## config.mk

```make
export PLATFORM = sky130hd
export DESIGN_NAME = wb_port_arbiter
export DESIGN_NICKNAME = d
export VERILOG_FILES = /design/src/rtl/wb_port_arbiter.sv
export SDC_FILE = /design/constraint.sdc
export NUM_CORES = 1
export LEC_CHECK = 0
export BUFFER_PORTS_ARGS = -buffer_cell sky130_fd_sc_hd__buf_2
export CAP_MARGIN = 20
export CORE_AREA = 2 2 112 114
export DETAILED_ROUTE_END_ITERATION = 10
export DIE_AREA = 0 0 114 116
export GPL_TIMING_DRIVEN = 0
export PLACE_DENSITY_LB_ADDON = 0.12
export SYNTH_ARGS = -nofsm -noshare
export SYNTH_HDL_FRONTEND = slang
export SYNTH_SLANG_ARGS = --single-unit
export TNS_END_PERCENT = 100
```

## constraint.sdc

```tcl
create_clock -name clk -period 2.3 [get_ports clk]
set_input_delay 0.115 -clock clk [delete_from_list [all_inputs] [get_ports clk]]
set_output_delay 0.115 -clock clk [all_outputs]
set_load 0.05 [all_outputs]
```

## src/rtl/wb_port_arbiter.sv

```systemverilog
// Register-file write-port arbiter. The pipeline writeback stage and a
// multi-cycle unit (mul/div) share one write port. MDU results that lose
// arbitration wait in a 2-entry FIFO. A starvation counter stalls the
// pipeline for one cycle when the FIFO head keeps losing to pipeline writes.
module wb_port_arbiter #(
    parameter int STARVE_MAX = 4
) (
    input  logic        clk,
    input  logic        rst_n,
    input  logic        MEM_WB_regwrite,
    input  logic [4:0]  MEM_WB_rd,
    input  logic [31:0] MEM_WB_result,
    input  logic        mdu_valid,
    input  logic [4:0]  mdu_rd,
    input  logic [31:0] mdu_result,
    output logic        mdu_ready,
    output logic        pipe_stall,
    output logic [31:0] pending_mask,
    output logic        reg_write_enable,
    output logic [4:0]  reg_write_addr,
    output logic [31:0] reg_write_data
);

    localparam int CW = (STARVE_MAX > 1) ? $clog2(STARVE_MAX) : 1;

    typedef enum logic [1:0] {
        EMPTY = 2'd0,
        ONE   = 2'd1,
        FULL  = 2'd2
    } state_t;

    typedef struct packed {
        logic [4:0]  rd;
        logic [31:0] data;
    } entry_t;

    state_t          state, state_next;
    entry_t          fifo [2];
    entry_t          fifo_next [2];
    logic [CW-1:0]   starve_cnt, starve_cnt_next;
    logic            stall_next;
    logic [31:0]     mask_next;

    logic            head_valid;
    logic            mdu_xfer;
    logic            sel_head, sel_pipe, sel_mdu;
    logic            win_valid;
    logic [4:0]      win_rd;
    logic [31:0]     win_data;
    logic            pop, push;
    logic            wr_idx;
    logic [31:0]     push_bit, pop_bit;

    // MDU may hand over a result whenever a FIFO slot is free and not in reset.
    assign mdu_ready  = (state != FULL) && rst_n;
    assign mdu_xfer   = mdu_valid && mdu_ready;
    assign head_valid = (state != EMPTY);

    // Pick the single writer of the port this cycle and decide FIFO pop/push.
    always_comb begin
        // NOTE: every signal driven here gets a default first so no path leaves
        // it unassigned, which would otherwise infer a latch.
        sel_head = 1'b0;
        sel_pipe = 1'b0;
        sel_mdu  = 1'b0;
        if (pipe_stall && head_valid)
            sel_head = 1'b1;
        else if (MEM_WB_regwrite && !pipe_stall)
            sel_pipe = 1'b1;
        else if (head_valid)
            sel_head = 1'b1;
        else if (mdu_xfer)
            sel_mdu = 1'b1;

        win_valid = sel_head | sel_pipe | sel_mdu;
        win_rd    = fifo[0].rd;
        win_data  = fifo[0].data;
        if (sel_pipe) begin
            win_rd   = MEM_WB_rd;
            win_data = MEM_WB_result;
        end else if (sel_mdu) begin
            win_rd   = mdu_rd;
            win_data = mdu_result;
        end

        pop  = sel_head;
        // A losing MDU result is queued; r0 writes are meaningless and dropped.
        push = mdu_xfer && !sel_mdu && (mdu_rd != 5'd0);
    end

    // Next FIFO contents, occupancy, starvation counter and pending mask.
    always_comb begin
        fifo_next = fifo;
        // Tail slot after an optional pop: slot 1 only when one entry stays.
        wr_idx = (state == ONE) && !pop;
        if (pop)
            fifo_next[0] = fifo[1];
        if (push)
            fifo_next[wr_idx] = '{rd: mdu_rd, data: mdu_result};

        state_next = state;
        case ({push, pop})
            2'b10:   state_next = (state == EMPTY) ? ONE : FULL;
            2'b01:   state_next = (state == FULL) ? ONE : EMPTY;
            default: state_next = state;
        endcase

        stall_next      = 1'b0;
        starve_cnt_next = starve_cnt;
        if (!head_valid || pop) begin
            starve_cnt_next = '0;
        end else if (starve_cnt == CW'(STARVE_MAX - 1)) begin
            stall_next      = 1'b1;
            starve_cnt_next = '0;
        end else begin
            starve_cnt_next = starve_cnt + CW'(1);
        end

        push_bit  = push ? (32'd1 << mdu_rd) : 32'd0;
        pop_bit   = pop ? (32'd1 << fifo[0].rd) : 32'd0;
        // Set after clear so a same-register pop and push leaves the bit set.
        mask_next = (pending_mask & ~pop_bit) | push_bit;
    end

    // Control state and registered outputs.
    always_ff @(posedge clk) begin
        // NOTE: sequential state uses non-blocking assignments so every
        // register samples values from before this edge.
        if (!rst_n) begin
            state            <= EMPTY;
            starve_cnt       <= '0;
            pending_mask     <= '0;
            pipe_stall       <= 1'b0;
            reg_write_enable <= 1'b0;
            reg_write_addr   <= '0;
            reg_write_data   <= '0;
        end else begin
            state        <= state_next;
            starve_cnt   <= starve_cnt_next;
            pending_mask <= mask_next;
            pipe_stall   <= stall_next;
            reg_write_enable <= win_valid && (win_rd != 5'd0);
            if (win_valid) begin
                reg_write_addr <= win_rd;
                reg_write_data <= win_data;
            end
        end
    end

    // FIFO payload storage.
    always_ff @(posedge clk) begin
        // NOTE: payload slots are not reset; an EMPTY state makes their
        // contents irrelevant, which is also how reset discards queued writes.
        fifo <= fifo_next;
    end

endmodule

```

==> flow_summary.yaml <==
synthesis:
  synth_area_per_cell_um2: 10.8
  yosysUniqueCellTypes: 46
  syn_nets: 668
  synth_cells: 588
  synth-xor-area-share: 0.00277
  synthMuxAreaShare: 0.142
  yosys-top-cells-area: "dfxtp_1 35%, edfxtp_1 18%, mux2_2 9.6%"
  synth-compound-area-share: 0.161
  synth_top_family_by_area: "compound AO/OA/AOI/OAI gates"
  synth-async-reset-ratio: 0
  yosys_warnings: 0
  synth-simple-area-share: 0.124
  synth_common_cells: "112 x dfxtp_1, 78 x nand2_1, 54 x mux2_2"
  yosysMostFrequentCell: "dfxtp_1"
  yosys_register_bits: 149
  yosysSeqAreaShare: 0.530
  yosys.area_share.adder: 0.00396
  synth_top_area_share: 0.355
  yosys_most_used_dff: "dfxtp_1"
  synthesis.area_um2: 6320
  synth_edf_count: 37
  synth_area_leader_cell: "dfxtp_1"
critical_path:
  crit_required_ns: 2.66
  max_stage_delay_ns: 0.54
  critPathKind: "reg -> reg"
  cp_slowest_cell: "nor4_4"
  crit_buf_inv: 2
  worstSetupStartpointType: "flop"
  cp_top_family: "simple AND/OR/NAND/NOR gates"
  end_kind: "flop"
  cp_cell_sequence: "or2_1 > buf_6 > nor4_4 > clkbuf_1 > a22o_1"
  worstPathArrival_ns: 2.47
  path_max_fanout: 10
global_route:
  grtUsageTotal: 0.260
  grt_pass1_vias: 5406
  antenna_found_initial: 1
  grt_max_degree: 31
  grt-ovfl-total: 0
  grt_pass1_wl_um: 26700
cts:
  cts.sinks: 149
  cts_tree: "yes"
  clock_insertion_delay_worst_skew_ns: 0.42
  clk_path_buf_depth: 2
  postCtsSetupRepairBufs: 0
  cts_made_buffers: 17
  cts_root_buffer: "clkbuf_16"
  htreeDepth: 4
  clk_pin_slew_ns: 0.06
route:
  route.detailed.drc: 0
  drt_wl_total_um: 16700
  top_layer: "met5"
  wl_met2_um: 8430
  vias: 5356
  dr.pass1.iters: 4
  routed_via_density: 5.65
  wire_per_inst_um: 17.6
  ant_nets: 0
  wl_met3_um: 839
  drtIter0Drc: 407
  drt-met1-wl_um: 7050
outcome:
  status: "finished, final reports clean"
timing:
  fin_crit_sh: 0.918
  finalHoldViolCount: 0
  skew_ns: 0.00618
  hold_ws_ns: 0.0238
  fmax_mhz: 474
  slew_headroom: 0.518
  rsz0062_at_grt: "no"
  min_period_ns: 2.11
  drv_slew: 0
  finalSetupViolations: 0
  worst_pin_slew_ns: 0.717
run:
  cap_violations: 0
place:
  io_buffers: 148
  dp_hpwl_um: 11600
  place_area_um2: 7270
  gp_congestion: 0.860
pwr:
  p_total_mw: 8.22
  p_per_area_nw_per_um2: 1010
  power_leakage_nw: 3.45
  irDropWorstVdd_uv: 579
floorplan:
  core_region_area_um2: 11900
  row_count: 40
  fp.dieH_um: 116
  dieArea_um2: 13200
  start_util: 0.531
  ioPinCount: 150
  die_w_um: 114
cells_and_area:
  area_delta_synth_final_pct: 28.7
  final_cell_area_um2: 8140
  nNetsFinal: 869
  antenna_cells: 0
  drive_above_1_share: 0.342
  utilization: 0.683
hold_path:
  hp-class: "in -> reg"
-- through the flow --
step	TNS (ns)	instances	setup slack [ns]
CTS	0	949	0.103
global placement	-12.81	883	-0.348
finish	0	948	0.188
detailed placement	-0.000974	884	-0.000974
global route	0	948	0.0633
floorplan	0	588	0.123
-- worst register-to-register path, stage by stage, from the launching register on --
cell and delay [ns]:
dfxtp_1 0.39, or2_1 0.27, buf_6 0.14, nor4_4 0.54
clkbuf_1 0.49, a22o_1 0.23
-- final timing paths --
| check | from | endpoint | slack (ns) | cells past startpoint |
|---|---|---|---|---|
| setup / recovery | state[1] | reg_write_data[30] | 0.19 | 5 |
| hold / removal | mdu_rd[0] | flop | 0.02 | 1 |
| setup reg to reg | state[1] | reg_write_data[30] | 0.19 | 5 |
| hold reg to reg | starve_cnt[0] | starve_cnt[0] | 0.44 | 1 |
-- metal layers --
layer / global-route usage / up-vias
met4: 0.117 / 2
met5: 0 / -
met3: 0.0518 / 32
met1: 0.309 / 2584
met2: 0.457 / 171
li1: - / 2567
-- power by group --
| group | switching (mW) | total [mW] | internal (mW) | leakage (nW) |
|---|---|---|---|---|
| registers | 0.249 | 3.41 | 3.16 | 1.26 |
| logic | 1.22 | 2.30 | 1.07 | 1.93 |
| clock network | 0.984 | 2.51 | 1.53 | 0.262 |
-- cell usage in the layout, fill, tap and decap left out, drive strengths merged, types with 2 or more instances in the layout --
master       Yosys  layout
a21oi            5       5
a22o            36      36
a31oi           37      37
and2             2       2
buf             22     171
clkbuf          20      44
clkinv           0       5
dfxtp          112     112
dlygate4sd3      0      34
edfxtp          37      37
ha               2       2
inv              5       5
mux2            72      72
mux2i            2       2
nand2           78      78
nand2b           5       5
nand3            6       6
nand3b           6       6
nand4            2       2
nand4b           2       2
nor2            43      43
nor3             4       4
nor3b            2       2
nor4             2       2
o211ai          31      31
o21ai           33      33
or2              6       6
or3b             3       3
-- cell families (layout without fill, tap and decap cells) --
group | after synthesis | after routing
and+or+nand+nor | 167 | 167
DFF | 149 | 149
AOI/OAI and AO/OA | 147 | 147
muxes | 74 | 74
buffers and inverters | 47 | 260
adders and majority gates | 2 | 2
xor gates and xnor gates | 2 | 2
-- cell type report --
type                    instances  area (um^2)
plain buffers                  41          205
clock buffers                  25          475
clock inverters                 6         53.8
fillers                       959         3780
inverters                       5         18.8
multi-input cells             392         2740
flip-flops and latches        149         3350
well taps                     147          184
repair buffers                183         1100
-- what timing repair did --
| item | 4_1_cts | 5_1_grt |
|---|---|---|
| gates cloned | 0 | 0 |
| setup endpoints to repair | 1 | 2 |
| endpoints found under the hold margin | 66 | 0 |
| pin swaps | 1 | 0 |
| gates resized for setup | 1 | 0 |
| hold buffers | 34 | 0 |
(Power assumes the default switching activity.)
